==> src/rtl/spi_pkg.sv <==
// Shared types and width helpers for the SPI MOSI burst serialiser.
// Widths depend on instance parameters, so they are exposed as constant functions.
package spi_pkg;

  typedef enum logic [1:0] {
    IDLE = 2'd0,
    ADDR = 2'd1,
    DATA = 2'd2,
    DONE = 2'd3
  } state_t;

  function automatic int max_w(input int a, input int b);
    return (a > b) ? a : b;
  endfunction

  // Bit counter must index the wider of the address and data words.
  function automatic int bit_cnt_w(input int addr_w, input int data_w);
    return (max_w(addr_w, data_w) > 1) ? $clog2(max_w(addr_w, data_w)) : 1;
  endfunction

  function automatic int div_cnt_w(input int half_div);
    return (half_div > 1) ? $clog2(half_div) : 1;
  endfunction

  function automatic int ptr_w(input int depth);
    return (depth > 1) ? $clog2(depth) : 1;
  endfunction

endpackage

==> src/rtl/spi_sync_fifo.sv <==
// Small synchronous FIFO with combinational head read; push is refused when full
// even if a pop happens on the same edge.
module spi_sync_fifo
  import spi_pkg::*;
#(
  parameter int DATA_W = 8,
  parameter int DEPTH  = 4
) (
  input  logic                         clk,
  input  logic                         n_reset,
  input  logic                         push,
  input  logic [DATA_W-1:0]            wdata,
  input  logic                         pop,
  output logic [DATA_W-1:0]            rdata,
  output logic                         full,
  output logic                         empty,
  output logic [$clog2(DEPTH+1)-1:0]   level
);

  localparam int PTR_W = ptr_w(DEPTH);
  localparam int LVL_W = $clog2(DEPTH + 1);

  logic [DATA_W-1:0] mem [DEPTH];
  logic [PTR_W-1:0]  wr_ptr_reg;
  logic [PTR_W-1:0]  rd_ptr_reg;
  logic [LVL_W-1:0]  level_reg;
  logic              do_push;
  logic              do_pop;

  assign full    = (level_reg == LVL_W'(DEPTH));
  assign empty   = (level_reg == '0);
  assign do_push = push && !full;
  assign do_pop  = pop && !empty;
  assign rdata   = mem[rd_ptr_reg];
  assign level   = level_reg;

  always_ff @(posedge clk) begin
    if (do_push) begin
      mem[wr_ptr_reg] <= wdata;
    end
  end

  // Depth is a power of two, so pointers wrap naturally.
  always_ff @(posedge clk) begin
    if (!n_reset) begin
      wr_ptr_reg <= '0;
      rd_ptr_reg <= '0;
      level_reg  <= '0;
    end else begin
      if (do_push) wr_ptr_reg <= wr_ptr_reg + PTR_W'(1);
      if (do_pop)  rd_ptr_reg <= rd_ptr_reg + PTR_W'(1);
      case ({do_push, do_pop})
        2'b10:   level_reg <= level_reg + LVL_W'(1);
        2'b01:   level_reg <= level_reg - LVL_W'(1);
        default: level_reg <= level_reg;
      endcase
    end
  end

endmodule

==> src/rtl/spi_mosi_burst.sv <==
// MOSI serialiser: one address word followed by a burst of FIFO data words,
// with its own mode-0 serial clock and abort on early chip-select release.
module spi_mosi_burst
  import spi_pkg::*;
#(
  parameter int DATA_W     = 8,
  parameter int ADDR_W     = 8,
  parameter int FIFO_DEPTH = 4,
  parameter int LSB_FIRST  = 0,
  parameter int HALF_DIV   = 1
) (
  input  logic                              spi_clk,
  input  logic                              n_reset,
  input  logic                              spi_cs,
  input  logic [ADDR_W-1:0]                 add_byte,
  input  logic [DATA_W-1:0]                 spi_mosi_in,
  input  logic                              in_valid,
  output logic                              in_ready,
  output logic                              control_clk,
  output logic                              spi_mosi_out,
  output logic                              busy,
  output logic [$clog2(FIFO_DEPTH+1)-1:0]   fifo_level,
  output logic                              frame_done,
  output logic                              abort
);

  localparam int SH_W = max_w(ADDR_W, DATA_W);
  localparam int BC_W = bit_cnt_w(ADDR_W, DATA_W);
  localparam int DC_W = div_cnt_w(HALF_DIV);
  localparam logic [DC_W-1:0] DIV_LAST = DC_W'(HALF_DIV - 1);

  state_t            state_reg;
  logic [SH_W-1:0]   shift_reg;
  logic [BC_W-1:0]   bit_cnt_reg;
  logic [DC_W-1:0]   div_cnt_reg;
  logic              ctl_reg, mosi_reg, busy_reg, done_reg, abort_reg, armed_reg;
  logic [DATA_W-1:0] fifo_head;
  logic              fifo_full, fifo_empty;
  logic [BC_W-1:0]   last_bit;
  logic [SH_W-1:0]   addr_word, data_word;
  logic              shifting, bit_end, word_end, pop;

  // Words are justified so the first bit to send sits at the shift-out end.
  function automatic logic [SH_W-1:0] justify(input logic [SH_W-1:0] w, input int width);
    logic [SH_W-1:0] r;
    r = w;
    if (LSB_FIRST == 0) r = w << (SH_W - width);
    return r;
  endfunction

  function automatic logic head_bit(input logic [SH_W-1:0] r);
    return (LSB_FIRST != 0) ? r[0] : r[SH_W-1];
  endfunction

  function automatic logic [SH_W-1:0] advance(input logic [SH_W-1:0] r);
    return (LSB_FIRST != 0) ? (r >> 1) : (r << 1);
  endfunction

  assign addr_word = justify(SH_W'(add_byte), ADDR_W);
  assign data_word = justify(SH_W'(fifo_head), DATA_W);
  assign last_bit  = (state_reg == ADDR) ? BC_W'(ADDR_W - 1) : BC_W'(DATA_W - 1);
  assign shifting  = ((state_reg == ADDR) || (state_reg == DATA)) && !spi_cs;
  assign bit_end   = shifting && ctl_reg && (div_cnt_reg == DIV_LAST);
  assign word_end  = bit_end && (bit_cnt_reg == last_bit);
  assign pop       = word_end && !fifo_empty;

  spi_sync_fifo #(
    .DATA_W (DATA_W),
    .DEPTH  (FIFO_DEPTH)
  ) u_fifo (
    .clk     (spi_clk),
    .n_reset (n_reset),
    .push    (in_valid),
    .wdata   (spi_mosi_in),
    .pop     (pop),
    .rdata   (fifo_head),
    .full    (fifo_full),
    .empty   (fifo_empty),
    .level   (fifo_level)
  );

  always_ff @(posedge spi_clk) begin
    if (!n_reset) begin
      state_reg   <= IDLE;
      shift_reg   <= '0;
      bit_cnt_reg <= '0;
      div_cnt_reg <= '0;
      ctl_reg     <= 1'b0;
      mosi_reg    <= 1'b0;
      busy_reg    <= 1'b0;
      done_reg    <= 1'b0;
      abort_reg   <= 1'b0;
      armed_reg   <= 1'b1;
    end else begin
      done_reg  <= 1'b0;
      abort_reg <= 1'b0;
      case (state_reg)
        IDLE: begin
          // After a frame, CS must be seen high once before a new frame may start.
          if (spi_cs) begin
            armed_reg <= 1'b1;
          end else if (armed_reg) begin
            state_reg   <= ADDR;
            armed_reg   <= 1'b0;
            busy_reg    <= 1'b1;
            shift_reg   <= advance(addr_word);
            mosi_reg    <= head_bit(addr_word);
            bit_cnt_reg <= '0;
            div_cnt_reg <= '0;
            ctl_reg     <= 1'b0;
          end
        end
        ADDR, DATA: begin
          if (spi_cs) begin
            state_reg <= IDLE;
            armed_reg <= 1'b1;
            busy_reg  <= 1'b0;
            ctl_reg   <= 1'b0;
            mosi_reg  <= 1'b0;
            abort_reg <= 1'b1;
          end else if (div_cnt_reg == DIV_LAST) begin
            div_cnt_reg <= '0;
            if (!ctl_reg) begin
              ctl_reg <= 1'b1;
            end else begin
              ctl_reg <= 1'b0;
              if (pop) begin
                state_reg   <= DATA;
                shift_reg   <= advance(data_word);
                mosi_reg    <= head_bit(data_word);
                bit_cnt_reg <= '0;
              end else if (word_end) begin
                state_reg <= DONE;
                mosi_reg  <= 1'b0;
                done_reg  <= 1'b1;
              end else begin
                bit_cnt_reg <= bit_cnt_reg + BC_W'(1);
                mosi_reg    <= head_bit(shift_reg);
                shift_reg   <= advance(shift_reg);
              end
            end
          end else begin
            div_cnt_reg <= div_cnt_reg + DC_W'(1);
          end
        end
        DONE: begin
          state_reg <= IDLE;
          busy_reg  <= 1'b0;
        end
        default: state_reg <= IDLE;
      endcase
    end
  end

  assign in_ready     = !fifo_full;
  assign control_clk  = ctl_reg;
  assign spi_mosi_out = mosi_reg;
  assign busy         = busy_reg;
  assign frame_done   = done_reg;
  assign abort        = abort_reg;

endmodule

==> config.mk <==
export PLATFORM = sky130hd
export DESIGN_NAME = spi_mosi_burst
export DESIGN_NICKNAME = d
export VERILOG_FILES = /design/src/rtl/spi_pkg.sv /design/src/rtl/spi_sync_fifo.sv /design/src/rtl/spi_mosi_burst.sv
export SDC_FILE = /design/constraint.sdc
export NUM_CORES = 1
export LEC_CHECK = 0
export ABC_AREA = 1
export CAP_MARGIN = 10
export CORE_MARGIN = 1
export CORE_UTILIZATION = 58
export CTS_BUF_LIST = sky130_fd_sc_hd__clkbuf_2
export DETAILED_ROUTE_END_ITERATION = 10
export MAX_ROUTING_LAYER = met4
export PLACE_DENSITY = 0.81
export SYNTH_ARGS = -nofsm -noshare
export SYNTH_HDL_FRONTEND = slang
export SYNTH_HIERARCHICAL = 1
export SYNTH_SLANG_ARGS = --single-unit
==> constraint.sdc <==
create_clock -name spi_clk -period 2.6 [get_ports spi_clk]
set_input_delay 0.52 -clock spi_clk [delete_from_list [all_inputs] [get_ports spi_clk]]
set_output_delay 0.52 -clock spi_clk [all_outputs]
set_load 0.02 [all_outputs]
# --- Word level (Yosys, flattened, before mapping) ---
# Memories as Yosys holds them, arrays and structs flattened. A register that Yosys moved wholly into a read port is not among the register bits.
# Cells that the tools add are included.
totals:
  regBits: 27
  ram_bits: 32
  inputBits: 20
  output_inout_bits: 9
  wordCells: 120
  n_memories: 1
classes:
  add_sub_neg: 6
  n_eq_ne: 17
  muxes: 54
  n_bitwise: 4
  n_reduce_logical: 25
mem_list:
  columns: ["memory", "depth", "width", "read_ports", "rd_clocked_by_memory_dff", "write_ports", "line_no", "text"]
  rows:
  - ["u_fifo.mem", 4, 8, 1, 1, 1, "spi_sync_fifo.sv:23", "logic [DATA_W-1:0] mem [DEPTH];"]
ops:
  columns: ["cell", "count"]
  rows:
  - ["$mux 8", 7]
  - ["$mux 1", 22]
  - ["$mux 3", 7]
  - ["$mux 2", 9]
  - ["$pmux 8 s2", 1]
  - ["$ne 2x2->1 const B", 6]
  - ["$pmux 3 s2", 2]
  - ["$reduce_and 5->1", 2]
  - ["$pmux 1 s2", 4]
  - ["$reduce_and 4->1", 2]
  - ["$logic_and 1x1->1", 7]
  - ["$reduce_and 7->1", 1]
  - ["$add 3x1->3 const B", 2]
  - ["$eq 2x2->1 const B", 3]
  - ["$eq 3x3->1 const B", 2]
  - ["$ne 3x3->1 const B", 2]
  - ["$pmux 2 s3", 1]
  - ["$reduce_or 6->1", 1]
  - ["$add 2x1->2 const B", 2]
  - ["$eq 2x1->1 const B", 2]
  - ["$ne 4x3->1 const B", 1]
  - ["$not 1->1", 4]
  - ["$reduce_and 2->1", 2]
  - ["$reduce_bool 2->1", 2]
  - ["10 further kinds", 12]

# --- Longest topological paths before layout ---
logic_depth:
  ltp_word: 12
  mapped_depth: 17
  depth_no_buf: 17

# --- Hierarchy ---
# The synthesis kept the hierarchy.
modules_own_cells:
  columns: ["mod", "instances", "cells_each", "area_each_um2", "seq_area_each_um2"]
  rows:
  - ["spi_sync_fifo", 1, 146, 1691.6, 1141.1]
  - ["spi_mosi_burst", 1, 168, 1076.0, 360.3]

# --- Worst setup path before layout ---
# OpenSTA, ideal clock, no wires.
synth_path:
  path_type: "reg2reg"
  start: "register state_reg[1]"
  end: "register u_fifo.level_reg[2], in the netlist u_fifo/level[2]"
  setup_time_ns: 0.113
  arrival_ns: 2.240
  required_ns: 2.487
  slack_ns: 0.247
  path_stages_with_launch: 18
  n_path_buf: 0
  period_less_slack_ns: 2.353
  cell_sequence: "dfxtp_1 > inv_1 > ha_1 > inv_2 > nor2_4 > nand2_1 > nor2_1 > nand2_1 > inv_1 > ha_1 > inv_1 > fa_1 > inv_1 > nand2_1 > nand3_1 > nand2_1 > nand2_1 > nor2_1"
synth_between:
  elab_chain_cells: 10
  elab_cells_between_ends: 13
  cone_classes: "eq/ne: 4; mux: 1; reduce/logical: 8"
synth_lines:
  columns: ["element", "line_no", "text"]
  rows:
  - ["start: declaration", "spi_mosi_burst.sv:32", "state_t state_reg;"]
  - ["start signal: assignment", "spi_mosi_burst.sv:84", "state_reg <= IDLE;"]
  - ["start signal: assignment", "spi_mosi_burst.sv:103", "state_reg <= ADDR;"]
  - ["start signal: assignment", "spi_mosi_burst.sv:115", "state_reg <= IDLE;"]
  - ["$eq 2x1->1 or $eq 2x2->1 (tied branches)", "spi_mosi_burst.sv:62", "assign shifting = ((state_reg == ADDR) || (state_reg == DATA)) && !spi_cs;"]
  - ["$logic_or 1x1->1 *", "spi_mosi_burst.sv:62", null]
  - ["$logic_and 1x1->1 *", "spi_mosi_burst.sv:62", null]
  - ["$logic_and 1x1->1 * (2 in series)", "spi_mosi_burst.sv:63", "assign bit_end = shifting && ctl_reg && (div_cnt_reg == DIV_LAST);"]
  - ["$logic_and 1x1->1 *", "spi_mosi_burst.sv:64", "assign word_end = bit_end && (bit_cnt_reg == last_bit);"]
  - ["$logic_and 1x1->1 *", "spi_mosi_burst.sv:65", "assign pop = word_end && !fifo_empty;"]
  - ["named net pop", "spi_mosi_burst.sv:41", "logic shifting, bit_end, word_end, pop;"]
  - ["$logic_and 1x1->1 *", "spi_sync_fifo.sv:33", "assign do_pop = pop && !empty;"]
  - ["named net u_fifo.do_pop", "spi_sync_fifo.sv:28", "logic do_pop;"]
  - ["$eq 2x1->1 or $eq 2x2->1 (tied branches)", "spi_sync_fifo.sv:52", "case ({do_push, do_pop})"]
  - ["$pmux 3 s2 or $reduce_bool 2->1 (tied branches)", null, null]
  - ["end signal: assignment", "spi_sync_fifo.sv:53", "2'b10: level_reg <= level_reg + LVL_W'(1);"]
  - ["end signal: assignment", "spi_sync_fifo.sv:54", "2'b01: level_reg <= level_reg - LVL_W'(1);"]
  - ["end signal: assignment", "spi_sync_fifo.sv:55", "default: level_reg <= level_reg;"]
  - ["end: declaration", "spi_sync_fifo.sv:26", "logic [LVL_W-1:0] level_reg;"]
# The timed path passes the listed nets; every way through them passes the cells marked *.
# A chain may end at the register's enable or synchronous reset.

# --- Worst setup path after layout ---
layout_path:
  start: "register u_fifo.level_reg[1], in the netlist u_fifo/level[1]"
  end: "output in_ready"
layout_between:
  elab_chain_cells: 2
layout_lines:
  columns: ["element", "line_no", "text"]
  rows:
  - ["$eq 3x3->1", "spi_sync_fifo.sv:30", "assign full = (level_reg == LVL_W'(DEPTH));"]
  - ["named net fifo_full", "spi_mosi_burst.sv:38", "logic fifo_full, fifo_empty;"]
  - ["$logic_not 1->1", "spi_mosi_burst.sv:155", "assign in_ready = !fifo_full;"]
  - ["end: declaration", "spi_mosi_burst.sv:18", "output logic in_ready,"]
# The timed path passes the listed nets, and every way through them passes these cells.

==> reports/qor.yml <==
sta:
  relSlewSlack: 0.719
  final_hold_viol_count: 0
  max_freq_ghz: 0.434
  worstMarginPinSlew_ps: 422
  rsz0062_at_grt: "false"
  fin_crit_sh: 0.885
  period_needed_ps: 2300
  finalClockSkew_ps: 23.0
  slew_viol_final: 0
  setup_tns_ps: 0
  setup_viol: 0
logic_synthesis:
  synth.area.top_cells: "edfxtp_1 35%, dfxtp_1 20%, nand2_1 8.5%"
  synth-async-reset-ratio: 0
  synth_top_cell_area_share: 0.347
  synth_edf_count: 32
  ys.flop_type: "edfxtp_1"
  yosysMostFrequentCell: "nand2_1"
  yosys.area.top_type: "edfxtp_1"
  ys_seq_area_frac: 0.542
  syn_inst: 314
  ys_ff_latch: 59
  synthesis.area_um2: 2770
  syn_avg_cell_area_um2: 8.81
  netlist_top_cells_count: "63 x nand2_1, 48 x nor2_1, 41 x inv_1, 32 x edfxtp_1, 27 x dfxtp_1"
  synth_cell_types: 28
  synthesis.nets: 345
  ys_warn_count: 6
route:
  drc: 2
  vias: 2158
  drt_iter0_markers: 118
  wl_per_cell_um: 12.3
  viasPerCell: 5.20
  dr.pass1.iters: 8
  wl_mm: 5.12
  ant_nets: 0
power:
  p_switching_mw: 0.639
  power.internal_mw: 1.36
  clkPwrFrac: 0.228
  p_sw_frac: 0.320
  power_frac_seq: 0.548
  vdd_drop_max_mv: 0.377
  share_comb_of_total_power: 0.225
  power_density_nw_per_um2: 618
  p_leak_nw: 1.41
clock_tree:
  path_clk_slew_ps: 170
  clk_latency_ps: 470
  cts.sinks: 59
  cts_tree: "yes"
  cts_hold_buf: 0
  post_cts_resized: 0
  cts_root_buffer: "clkbuf_2"
  cts_htree_levels: 3
  cts-buffers-inserted: 9
  post_cts_buffers: 0
  clk_path_buf_depth: 2
status:
  violations: "design-rule violations"
  status: "complete, but fails checks"
critical_path:
  rrSetupSlack_ps: 300
  end_kind: "output port"
  startpoint_type: "flip-flop"
  cp_top_family: "buffers and inverters"
  cpMaxStageDelayCell: "clkdlybuf4s50_1"
  cp.arrival_ps: 1780
  crit_path_start: "u_fifo/level[1]"
  criticalPathCategory: "reg -> out"
  cp_max_fo: 4
  cp.buffers_inverters: 3
  path_cells: "nor2_2 -> nand2_2 -> inv_1 -> inv_1 -> clkdlybuf4s50_1"
  crit_required_ps: 2080
  cp_common_cell: "inv_1"
  r2r-start: "bit_cnt_reg[0]"
  cp_slowest_stage_delay_ps: 590
run:
  maxCapViolCount: 0
grt:
  grt_pass1_vias: 2148
  grt_antenna_before_repair: 0
  grt_overflow: 0
  grt_pass1_wl_mm: 8.99
  grt_max_degree: 18
  grt.total_usage: 0.241
floorplanning:
  dieWidth_um: 71.1
  io_pins: 29
  die_h_um: 71.1
  start_util: 0.619
  die-area_um2: 5050
  core-area_um2: 4470
  rows: 24
place:
  port-buffer-count: 28
  gp_congestion: 0.795
  place_inst: 399
  dp_hpwl_mm: 3.65
layout:
  final_net_count: 389
  largest_register_ffs: 32
  finalNonFillerCells: 415
  areaGrowthSynthToFinish_pct: 16.9
  antenna_cells: 0
  drive_above_1_share: 0.118
worst_hold_path:
  min-delay-start: "busy"
  min_path_type: "reg -> reg"
-- layout by cell type, fill, tap and decap left out, types with 2 or more instances in the layout --
master / synthesis / final
nand2_2: 4 / 4
o21ai_0: 18 / 18
a21oi_1: 13 / 13
buf_4: 1 / 11
nor3_1: 2 / 2
nand2_1: 63 / 63
clkbuf_2: 0 / 9
clkdlybuf4s50_1: 0 / 28
ha_1: 10 / 10
dfxtp_1: 27 / 27
edfxtp_1: 32 / 32
o21ai_2: 3 / 3
clkinvlp_4: 0 / 3
inv_2: 3 / 3
o22ai_1: 9 / 9
nand3_1: 23 / 23
nor2_1: 48 / 48
nor2_4: 2 / 2
nand2_4: 2 / 2
inv_1: 41 / 41
clkinv_2: 0 / 2
-- through the flow --
step	setup slack, ps	total power [mW]	cell area [µm²]	hold WS (ps)	utilization
6_report	298	2.00	3240	501	0.723
5_1_grt	31.4	2.15	3240	532	0.723
4_1_cts	253	2.02	3240	501	0.723
3_5_place_dp	80.0	1.56	3150	483	0.703
3_3_place_gp	117	1.54	3150	463	0.703
2_1_floorplan	247	1.42	2770	456	-
-- power groups by stage --
| stage | combinational, mW | sequential, mW | clock (mW) |
|---|---|---|---|
| 4_1_cts | 0.450 | 1.09 | 0.475 |
| 6_report | 0.449 | 1.09 | 0.456 |
| 3_5_place_dp | 0.447 | 1.12 | 0 |
| 2_1_floorplan | 0.298 | 1.13 | 0 |
| 5_1_grt | 0.513 | 1.10 | 0.531 |
| 3_3_place_gp | 0.429 | 1.11 | 0 |
-- final cells by class --
cell class	count	area, µm²
Clock buffer	9	45.0
Tap cell	52	65.1
Fill cell	351	1240
Timing Repair Buffer	39	363
Multi-Input combinational cell	205	1050
Sequential cell	59	1500
Clock inverter	7	45.0
Inverter	44	165
-- worst register-to-register path: cells and delay by family (launching register included) --
family                     cells  cell delay [ps]
buffers and inverters          3              250
and+or+nand+nor                9              790
adders and majority gates      4              850
DFF                            1              400
-- worst paths after layout --
check | cells past startpoint | to
hold / removal | 2 | busy
setup / recovery | 5 | in_ready
setup reg to reg | 16 | u_fifo/level[2]
hold reg to reg | 2 | busy
-- cell families after synthesis --
| logic type | synth area share |
|---|---|
| compound gates | 0.101 |
| fa+ha+maj | 0.0524 |
| buf+inv | 0.0778 |
| flops | 0.542 |
| simple gates | 0.226 |
-- routing by layer --
layer	global-route usage	vias up	part of all wire
li1	-	1112	-
met1	0.277	993	0.46
met2	0.388	45	0.48
met3	0.0655	8	0.045
met4	0.122	0	0.014
met5	-	-	0
(Power assumes the default switching activity.)
